**src/rtl/ifetch_align.sv**
```systemverilog
// Instruction fetch/realign: word reads into a halfword buffer, one aligned instruction per handshake to decode.
// Define IFETCH_RVC_EN for 16-bit RVC realignment; without it every instruction is a whole 32-bit word.
module ifetch_align #(
  parameter logic [31:0] RESET_PC = 32'h0000_0000,
  parameter int          BUF_HW   = 6,
  parameter int          MAX_OUT  = 2
) (
  input  logic        clk,
  input  logic        rstn,
  input  logic        redirect_en,
  input  logic [31:0] redirect_addr,
  output logic        imem_req_valid,
  output logic [31:0] imem_req_addr,
  input  logic        imem_req_ready,
  input  logic        imem_rsp_valid,
  input  logic [31:0] imem_rsp_data,
  output logic        ins_valid,
  input  logic        ins_ready,
  output logic [31:0] ins_data,
  output logic [31:0] ins_pc,
  output logic        ins_c
);

`ifdef IFETCH_RVC_EN
  localparam bit          RVC_EN  = 1'b1;
  localparam logic [31:0] PC_MASK = 32'hFFFF_FFFE;
`else
  localparam bit          RVC_EN  = 1'b0;
  localparam logic [31:0] PC_MASK = 32'hFFFF_FFFC;
`endif
  localparam int CW = $clog2(BUF_HW + 1);
  localparam int OW = $clog2(MAX_OUT + 1);
  localparam int AW = $clog2(BUF_HW);

  logic [31:0]   pc_q, pc_n;
  logic [31:0]   fetch_q, fetch_n;
  logic [CW-1:0] cnt_q, cnt_n;
  logic [OW-1:0] live_q, live_n;
  logic [OW-1:0] stale_q, stale_n;
  logic          drop_hw_q, drop_n;
  logic [15:0]   hw_buf_q [BUF_HW];
  logic [15:0]   hw_buf_n [BUF_HW];
  logic          is_c, req_fire, ins_fire, keep_rsp;
  int            room, pop, fill, live_i, stale_i;
  logic          unused_ok;

  assign unused_ok = ^{drop_n, redirect_addr[1:0]};

  assign is_c      = RVC_EN && (hw_buf_q[0][1:0] != 2'b11);
  assign ins_valid = is_c ? (cnt_q != '0) : (cnt_q >= CW'(2));
  assign ins_c     = ins_valid && is_c;
  assign ins_pc    = pc_q;
  assign ins_data  = !ins_valid ? 32'h0 :
                     is_c       ? {16'h0, hw_buf_q[0]} : {hw_buf_q[1], hw_buf_q[0]};

  // Each live request reserves two buffer slots so a response can always be pushed.
  always_comb begin
    room           = BUF_HW - int'(cnt_q) - 2 * int'(live_q);
    imem_req_valid = !redirect_en && (int'(live_q) + int'(stale_q) < MAX_OUT) && (room >= 2);
  end

  assign imem_req_addr = fetch_q;
  assign req_fire      = imem_req_valid && imem_req_ready;
  assign ins_fire      = ins_valid && ins_ready && !redirect_en;

  always_comb begin
    pc_n     = pc_q;
    fetch_n  = fetch_q;
    cnt_n    = cnt_q;
    live_n   = live_q;
    stale_n  = stale_q;
    drop_n   = drop_hw_q;
    hw_buf_n = hw_buf_q;
    pop      = 0;
    fill     = 0;
    live_i   = 0;
    stale_i  = 0;
    keep_rsp = 1'b0;
    if (redirect_en) begin
      // Everything in flight becomes stale; a response landing this cycle retires one of them.
      pc_n    = redirect_addr & PC_MASK;
      fetch_n = {redirect_addr[31:2], 2'b00};
      drop_n  = RVC_EN && redirect_addr[1];
      stale_i = int'(stale_q) + int'(live_q) - (imem_rsp_valid ? 1 : 0);
      stale_n = OW'(stale_i);
      live_n  = '0;
      cnt_n   = '0;
    end else begin
      if (req_fire) fetch_n = fetch_q + 32'd4;
      if (ins_fire) begin
        pop  = is_c ? 1 : 2;
        pc_n = pc_q + (is_c ? 32'd2 : 32'd4);
      end
      live_i  = int'(live_q) + (req_fire ? 1 : 0);
      stale_i = int'(stale_q);
      if (imem_rsp_valid) begin
        if (stale_q != '0) begin
          stale_i = stale_i - 1;
        end else begin
          live_i   = live_i - 1;
          keep_rsp = 1'b1;
        end
      end
      fill = int'(cnt_q) - pop;
      for (int i = 0; i < BUF_HW; i++) begin
        if (i + pop < BUF_HW) hw_buf_n[i] = hw_buf_q[AW'(i + pop)];
        else                  hw_buf_n[i] = '0;
        if (keep_rsp) begin
          if (drop_hw_q) begin
            if (i == fill) hw_buf_n[i] = imem_rsp_data[31:16];
          end else begin
            if (i == fill)     hw_buf_n[i] = imem_rsp_data[15:0];
            if (i == fill + 1) hw_buf_n[i] = imem_rsp_data[31:16];
          end
        end
      end
      if (keep_rsp) begin
        fill   = fill + (drop_hw_q ? 1 : 2);
        drop_n = 1'b0;
      end
      cnt_n   = CW'(fill);
      live_n  = OW'(live_i);
      stale_n = OW'(stale_i);
    end
  end

  always_ff @(posedge clk or negedge rstn) begin
    if (!rstn) begin
      pc_q    <= RESET_PC & PC_MASK;
      fetch_q <= {RESET_PC[31:2], 2'b00};
      cnt_q   <= '0;
      live_q  <= '0;
      stale_q <= '0;
      for (int i = 0; i < BUF_HW; i++) hw_buf_q[i] <= '0;
    end else begin
      pc_q     <= pc_n;
      fetch_q  <= fetch_n;
      cnt_q    <= cnt_n;
      live_q   <= live_n;
      stale_q  <= stale_n;
      hw_buf_q <= hw_buf_n;
    end
  end

`ifdef IFETCH_RVC_EN
  // Entering at an odd halfword: the low half of the first word belongs to the previous instruction.
  always_ff @(posedge clk or negedge rstn) begin
    if (!rstn) drop_hw_q <= RESET_PC[1];
    else       drop_hw_q <= drop_n;
  end
`else
  assign drop_hw_q = 1'b0;
`endif

endmodule

```
**config.mk**
```make
export PLATFORM = sky130hd
export DESIGN_NAME = ifetch_align
export DESIGN_NICKNAME = d
export VERILOG_FILES = /design/src/rtl/ifetch_align.sv
export SDC_FILE = /design/constraint.sdc
export NUM_CORES = 1
export LEC_CHECK = 0
export CAP_MARGIN = 25
export CORE_ASPECT_RATIO = 0.5
export CORE_MARGIN = 4
export CORE_UTILIZATION = 47
export CTS_CLUSTER_DIAMETER = 30
export CTS_CLUSTER_SIZE = 14
export DETAILED_ROUTE_END_ITERATION = 12
export GPL_ROUTABILITY_DRIVEN = 0
export GPL_TIMING_DRIVEN = 0
export PLACE_DENSITY = 0.82
export RECOVER_POWER = 50
export SLEW_MARGIN = 30
export SYNTH_ARGS = -nofsm -noshare
export SYNTH_HDL_FRONTEND = slang
export SYNTH_SLANG_ARGS = --single-unit
```
**constraint.sdc**
```tcl
create_clock -name clk -period 3.5 [get_ports clk]
set_input_delay 0.7 -clock clk [delete_from_list [all_inputs] [get_ports clk]]
set_output_delay 0.7 -clock clk [all_outputs]
set_load 0.1 [all_outputs]
```
; After elaboration in Yosys (flattened, before gate mapping)
; Index checks and enable logic that the tools add are counted.
; W data, S select, Z words.
[classes]
magnitude_cmp = 15
add_sub_neg = 17
mux = 62
n_reduce_logical = 14
n_eq_ne = 10
n_bitwise = 6
[ops]
columns = op, count
row1 = $mux W16, 36
row2 = $bmux W16 S3, 6
row3 = $lt A32 B4 Y1 const B, 6
row4 = $mux W32, 6
row5 = $eq A3 B32 Y1 const A, 4
row6 = $eq A4 B32 Y1 const A, 4
row7 = $add A3 B32 Y32 const A, 2
row8 = $add A32 B3 Y32 const B, 2
row9 = $add A4 B32 Y32 const A, 2
row10 = $eq A2 B32 Y1 const A, 2
row11 = $logic_not A32 Y1, 2
row12 = $add A2 B32 Y32 const A, 1
row13 = $add A32 B2 Y32 const B, 1
row14 = $sub A4 B32 Y32, 1
row15 = $ge A3 B4 Y1 const B, 6
row16 = $not A3 Y3, 6
row17 = $mux W2, 7
row18 = $reduce_bool A2 Y1, 5
row19 = $mux W3, 2
row20 = $ge A5 B3 Y1 const B, 1
row21 = $logic_and A1 B1 Y1, 5
row22 = $mux W1, 5
row23 = $sub A4 B4 Y5, 1
row24 = $sub A2 B1 Y2 const B, 2
row25 = other kinds (9), 9
[word_totals]
elab_cells = 135
regBits = 167
output_inout_bits = 99
in_bits = 70

; Logic depth before layout (Yosys ltp)
; Gate-level depths: netlist (run 1).
[logic_depth]
ltp_word = 14
ltp_mapped = 16
ltp_nobuf = 12

; Least setup slack after synthesis (run 1)
; No wires, ideal clock.
[synth_path]
path_type = flip-flop to output port
start = register live_q[0]
end = output port imem_req_valid
slack_ns = -0.055
stages_incl_launch_ff = 7
required_ns = 2.800
t_arrival_ns = 2.855
path_cell_list = dfrtp_1 -> ha_1 -> fa_1 -> nor3_1 -> nand2_1 -> clkbuf_1 -> nor2_1
[synth_via]
elab_chain_cells = 4
[synth_rtl]
columns = element, line_no
row1 = start: declaration, 38  ; logic [OW-1:0] live_q, live_n;
row2 = start signal: assignment, 139  ; live_q <= live_n;
row3 = branches (longest 3 deep; another with $sub A4 B4 Y5), --
row4 = $logic_and A1 B1 Y1 *, 59  ; imem_req_valid = !redirect_en && (int'(live_q) + int'(stale_q) < MAX_OUT) && (room >= 2);
row5 = end: declaration, 12  ; output logic imem_req_valid,
; Every way passes the cells marked *.

; Final worst setup path (run 1)
[layout_path]
start = input port redirect_en
end = output port imem_req_valid
[layout_via]
elab_chain_cells = 3
[layout_rtl]
columns = element, line_no
row1 = start: declaration, 10  ; input logic redirect_en,
row2 = $logic_not A1 Y1, 59
row3 = $logic_and A1 B1 Y1 (2 in series), 59
; Every way passes these cells.

==> flow_summary_export.csv, run 1 <==
group,metric,value,unit
yosys,syn_avg_cell_area,9.861,um^2
critical_path,timing.rr.start,"cnt_q[1]",
global_route,grt_usage,24.70,%
global_route,grt_max_degree,92,
route,routed_wl,25030,um
sta,worstMarginPinSlew,1.863,ns
critical_path,worst-setup-path-type,"input pin to primary output",
finish,drive_above_1_share,11.36,%
yosys,synth-edff-count,0,
route,antenna_left,0,
sta,final.setup_skew,0.009996,ns
flow_run,maxCapViolations,1,
clock_tree,cts.hold.buffers_added,0,
critical_path,rr_endpoint,"live_q[1]",
yosys,ys_seq_area_share,48.19,%
finish,synthToLayoutAreaGrowth,32.19,%
clock_tree,cts_tree,"yes",
critical_path,r2r_cells,12,
sta,setup_viol,0,
yosys,yosys-top-cells-area,"dfrtp_1, nand2_1, a221o_1",
min_path,hold_class,"flop to flop",
placement,dp.cells,1255,
clock_tree,cts_root_buffer,"clkbuf_16",
clock_tree,cts.path.max_buffers,2,
yosys,ys_ff_latch,162,
route,wl_per_cell,19.41,um
critical_path,worstPathArrival,2.73,ns
global_route,grt_pass1_vias,7683,
status,outcome,"finished with violations",
floorplanning,rows,34,
clock_tree,cts_buffers,17,
global_route,overflow,0,
placement,dp_hpwl,18020,um
critical_path,worstSetupEndpointType,"primary output",
finish,final_cells,1290,
clock_tree,path_clk_slew,0.08,ns
yosys,syn_area,8412,um^2
floorplanning,coreArea,17440,um^2
sta,final.period_utilization,97.95,%
yosys,synth_cells,853,
floorplanning,die_width,197.2,um
critical_path,worstPathMaxFanout,12,
global_route,antenna_found_initial,0,
yosys,async_flop_share,100.0,%
status,violations,"capacitance limit, slew limit",
clock_tree,cts_num_sinks,162,
pwr,power_density,756.2,nW/um^2
critical_path,required,2.80,ns
route,routed_via_density,5.895,
route,drc,0,
min_path,worstHoldStart,"hw_buf_q[87]",
floorplanning,fp.dieH,102.6,um
floorplanning,dieArea,20230,um^2
clock_tree,clock_latency,0.43,ns
pwr,leakage,5.031,nW
floorplanning,ios,169,
route,drt_iter0_drc,608,
sta,relSlewSlack,-24.19,%
yosys,ys.warnings.count,0,
pwr,p_total,0.008408,W
yosys,synth_cell_types,62,
clock_tree,htreeDepth,4,
finish,nFillCells,1385,
critical_path,critPathLaunchType,"input pin",
finish,nets,1131,
finish,diodes,0,
route,first_pass_iters,6,
sta,period_minus_slack,3.428,ns
yosys,synth_top_flop_cell,"dfrtp_1",
global_route,grt_pass1_wl,39860,um
min_path,min_to,"hw_buf_q[87]",
yosys,yosysTopAreaCell,"dfrtp_1",
sta,hold_viol_final,0,
route,num_vias,7605,
pwr,max-vdd-ir-drop,0.6445,mV
placement,place.port_buffers,161,
min_path,whs_path_depth,2,
critical_path,reg2reg_slack,0.20,ns
yosys,yosys.area.top_type_share,48.19,%
sta,fmax,0.2917,GHz
sta,slew_violations,72,
floorplanning,start_util,48.23,%
-- metal layers --
metal | vias up | global-route usage [%] | share of wire (%)
met1 | 3771 | 31.94 | 41
met5 | - | 0 | 0
met3 | 60 | 5.583 | 7.5
li1 | 3453 | - | -
met2 | 321 | 41.77 | 49
met4 | 0 | 8.573 | 2.6
-- state kept, by name, summed over array words and instances, names as in the netlist --
name,cells
hw_buf_q,96
imem_req_addr,30
ins_pc,30
cnt_q,2
live_q,2
stale_q,2
-- worst max-delay path, cell delays in order --
cell             delay [ns]
clkdlybuf4s50_1        0.48
clkbuf_1               0.34
nor3_1                 0.32
nand2_1                0.33
nor2_2                 0.20
clkbuf_4               0.34
-- logic make-up after synthesis --
family / count (synthesis) / share of synthesized area, %
simple gates: 336 / 20.88
compound gates: 181 / 15.35
flops: 162 / 48.19
buf+inv: 77 / 3.793
xor+xnor: 47 / 4.894
mux: 30 / 3.942
fa+ha+maj: 18 / 2.856
other cells: 2 / 0.08928
-- layout make-up --
class                           count  area, um^2  share of cell area [%]
Timing Repair Buffer              171        1715                   15.43
Inverter                           25       93.84                  0.8439
Tap cell                          234       292.8                   2.633
Clock inverter                     15       146.4                   1.317
Sequential cell                   162        4055                   36.47
Multi-Input combinational cell    620        4153                   37.35
Buffer                             46       237.7                   2.138
Clock buffer                       17       425.4                   3.826
-- where the power goes --
group          internal, W  leakage (nW)  switching, W
clock network      0.00100         0.276      0.000844
logic              0.00114          2.66       0.00268
registers          0.00237          2.09      0.000377
-- per-stage QoR --
| stage | util [%] | TNS, ns | cell area [um^2] | hold slack (ns) | setup WS (ns) |
|---|---|---|---|---|---|
| detailed placement | 59.50 | -45.89 | 10380 | 0.4625 | -0.7837 |
| global placement | 59.32 | -812.18 | 10350 | 0.4570 | -4.808 |
| finish | 63.75 | 0 | 11120 | 0.4735 | 0.07168 |
| floorplan | - | 0 | 8442 | 0.4044 | 0.09316 |
| CTS | 63.18 | 0 | 11020 | 0.2548 | 0.001327 |
| global route | 63.75 | -0.0003193 | 11120 | 0.5114 | -0.0003193 |
-- layout by cell type, fill, tap and decap left out, types with 25 or more instances in the layout --
| cell type | synthesis | routed |
|---|---|---|
| nand3_1 | 33 | 31 |
| and2_1 | 35 | 34 |
| a22oi_1 | 32 | 32 |
| o21ai_0 | 61 | 61 |
| nand2_1 | 115 | 113 |
| clkdlybuf4s50_1 | 0 | 130 |
| a221o_1 | 32 | 32 |
| and3_1 | 42 | 41 |
| mux2_2 | 25 | 25 |
| dfrtp_1 | 162 | 161 |
| xnor2_1 | 26 | 26 |
-- worst max-delay path by stage --
stage,startpoint,to,slack (ns)
final,redirect_en,imem_req_valid,0.07
after global routing,cnt_q[1],hw_buf_q[58],-0.0003
after CTS,cnt_q[2],ins_data[25],0.001
after detailed placement,ins_ready,hw_buf_q[70],-0.78
after global placement,rstn,hw_buf_q[11],-4.81
after floorplan,cnt_q[1],hw_buf_q[66],0.09
-- synthesized netlist by cell type (3+ instances only) --
library cell	count
a21boi_0	5
a21oi_1	11
a221o_1	32
a22o_1	16
a22oi_1	32
and2_1	35
and3_1	42
and4_1	5
buf_2	5
buf_4	6
clkbuf_1	38
dfrtp_1	162
ha_1	16
inv_1	23
mux2_2	25
mux2i_1	5
nand2_1	115
nand2b_1	5
nand3_1	33
nand4_1	9
nor2_1	24
nor2b_1	3
nor3_1	22
nor4_1	20
o211ai_1	3
o21ai_0	61
o31a_1	5
or3_1	4
xnor2_1	26
xor2_1	21
-- repair_timing --
action / in CTS / in global routing
gates resized for setup: 36 / 40
pin swaps: 4 / 6
setup endpoints to repair: 121 / 89
buffers inserted: 5 / 4
Note: power is estimated with default switching activity, not from simulation.
==> run 2: changes to the inputs <==
- SETUP_SLACK_MARGIN: not set -> 0.15
==> flow_summary_export.csv, run 2 (synthesis gave the netlist of run 1 again) <==
group,metric,value,unit
finish,seq_area,4055,um^2
global_route,antenna_found_initial,0,
sta,final.setup_skew,0.01397,ns
finish,nets,1144,
clock_tree,path_clk_slew,0.06,ns
finish,synthToLayoutAreaGrowth,33.73,%
global_route,grt_pass1_wl,40990,um
route,first_pass_iters,5,
clock_tree,cts.path.max_buffers,2,
critical_path,worstPathMaxFanout,5,
sta,setup_viol,0,
finish,final_area,11250,um^2
global_route,grt_pass1_vias,7730,
placement,place_area,10400,um^2
finish,layout_commonest_cell,"dfrtp_1",
clock_tree,cts_root_buffer,"clkbuf_16",
floorplanning,fp.dieH,102.6,um
flow_run,maxCapViolations,1,
global_route,grt_max_degree,90,
finish,largest_reg_flops,96,
floorplanning,die_width,197.2,um
route,antenna_left,0,
sta,fmax,0.3000,GHz
sta,slew_violations,74,
route,num_vias,7822,
sta,rsz0062_at_grt,"yes",
sta,relSlewSlack,-24.93,%
sta,final.period_utilization,95.24,%
status,violations,"capacitance limit, slew limit",
sta,hold_viol_final,0,
floorplanning,ios,169,
clock_tree,clock_latency,0.43,ns
critical_path,worst-setup-path-type,"input pin to flop",
clock_tree,cts_buffers,17,
clock_tree,cts_tree,"yes",
finish,drive_above_1_share,12.35,%
route,wl_per_cell,20.01,um
finish,multiInputGateArea,4193,um^2
floorplanning,rows,34,
finish,final_util,64.50,%
sta,worstMarginPinSlew,1.874,ns
floorplanning,coreArea,17440,um^2
pwr,leakage,4.994,nW
route,drc,0,
pwr,power_density,764.6,nW/um^2
critical_path,critPathLaunchType,"input pin",
min_path,hold_class,"flop to flop",
critical_path,worstSetupEndpointType,"flop",
clock_tree,htreeDepth,4,
global_route,overflow,0,
sta,period_minus_slack,3.333,ns
global_route,grt_usage,25.55,%
status,outcome,"finished with violations",
critical_path,worstPathArrival,3.63,ns
route,drt_iter0_drc,778,
route,routed_via_density,6.003,
pwr,max-vdd-ir-drop,0.5578,mV
finish,top_register,"hw_buf_q",
floorplanning,start_util,48.23,%
finish,diodes,0,
finish,final_cell_mix,"dfrtp_1, clkdlybuf4s50_1, nand2_1, o21ai_0, and3_1",
floorplanning,dieArea,20230,um^2
critical_path,required,3.80,ns
route,routed_wl,26070,um
clock_tree,cts_num_sinks,162,
placement,place.port_buffers,161,
finish,nFillCells,1373,
placement,dp_hpwl,18130,um
==> run 2: repair_timing <==
item                                    CTS  global route
endpoints found under the setup margin  119            79
pin swaps                                16            26
gates resized for setup                  75            29
setup buffers                            10             4
hold buffers                              0             0
gates cloned                              2             0
==> run 2: cell type report <==
type	instances	share of cell area, %
sequential	162	36.05
timing repair buffer	178	15.44
tap	234	2.603
buffer	52	2.558
multi-input combinational	620	37.27
clock inverter	10	1.101
clock buffer	22	4.126
inverter	25	0.8564
==> run 2: final timing paths <==
| path | from | endpoint | slack [ns] | cells after the start |
|---|---|---|---|---|
| setup reg to reg | cnt_q[2] | hw_buf_q[74] | 0.20 | 15 |
| hold / removal | hw_buf_q[86] | hw_buf_q[86] | 0.47 | 2 |
| min in group asynchronous | rstn | hw_buf_q[57] | 0.79 | 1 |
| hold reg to reg | hw_buf_q[86] | hw_buf_q[86] | 0.47 | 2 |
| max in group asynchronous | rstn | hw_buf_q[45] | 1.47 | 2 |
| setup / recovery | ins_ready | hw_buf_q[74] | 0.17 | 14 |
==> run 2: report_power, final <==
part	switching (W)	internal [W]	leakage, nW
Sequential	0.000376	0.00237	2.09
Combinational	0.00276	0.00121	2.63
Clock	0.000790	0.00110	0.270
Total	0.00393	0.00467	4.99
==> run 2: routing by layer <==
| metal | track usage (%) | wire (um) | vias to the layer above |
|---|---|---|---|
| met5 | 0 | 0 | - |
| met4 | 8.892 | 877 | 0 |
| met3 | 4.767 | 1971 | 71 |
| met2 | 41.06 | 12320 | 417 |
| met1 | 35.39 | 10910 | 3856 |
| li1 | - | - | 3478 |
==> run 2: stage by stage <==
step	std cells	worst slack [ns]	TNS (ns)	power [W]	hold WS, ns
detailed placement	1255	-0.7337	-42.01	0.006487	0.4625
global route	1303	0.09752	0	0.009000	0.4889
floorplan	859	0.1553	0	0.005437	0.4044
CTS	1299	0.1507	0	0.008504	0.2654
global placement	1254	-4.751	-800.20	0.006389	0.4538
finish	1303	0.1666	0	0.008601	0.4687
==> run 2: worst max-delay path, cell delays in order <==
cell and delay (ns):
clkdlybuf4s50_1 0.49, and2_4 0.18, buf_6 0.11, nand2_4 0.07
inv_4 0.04, ha_4 0.16, ha_4 0.19, ha_4 0.26
nand4b_1 0.14, nor3_4 0.25, nand2_2 0.10, o31a_1 0.42
buf_6 0.18, a221o_1 0.33
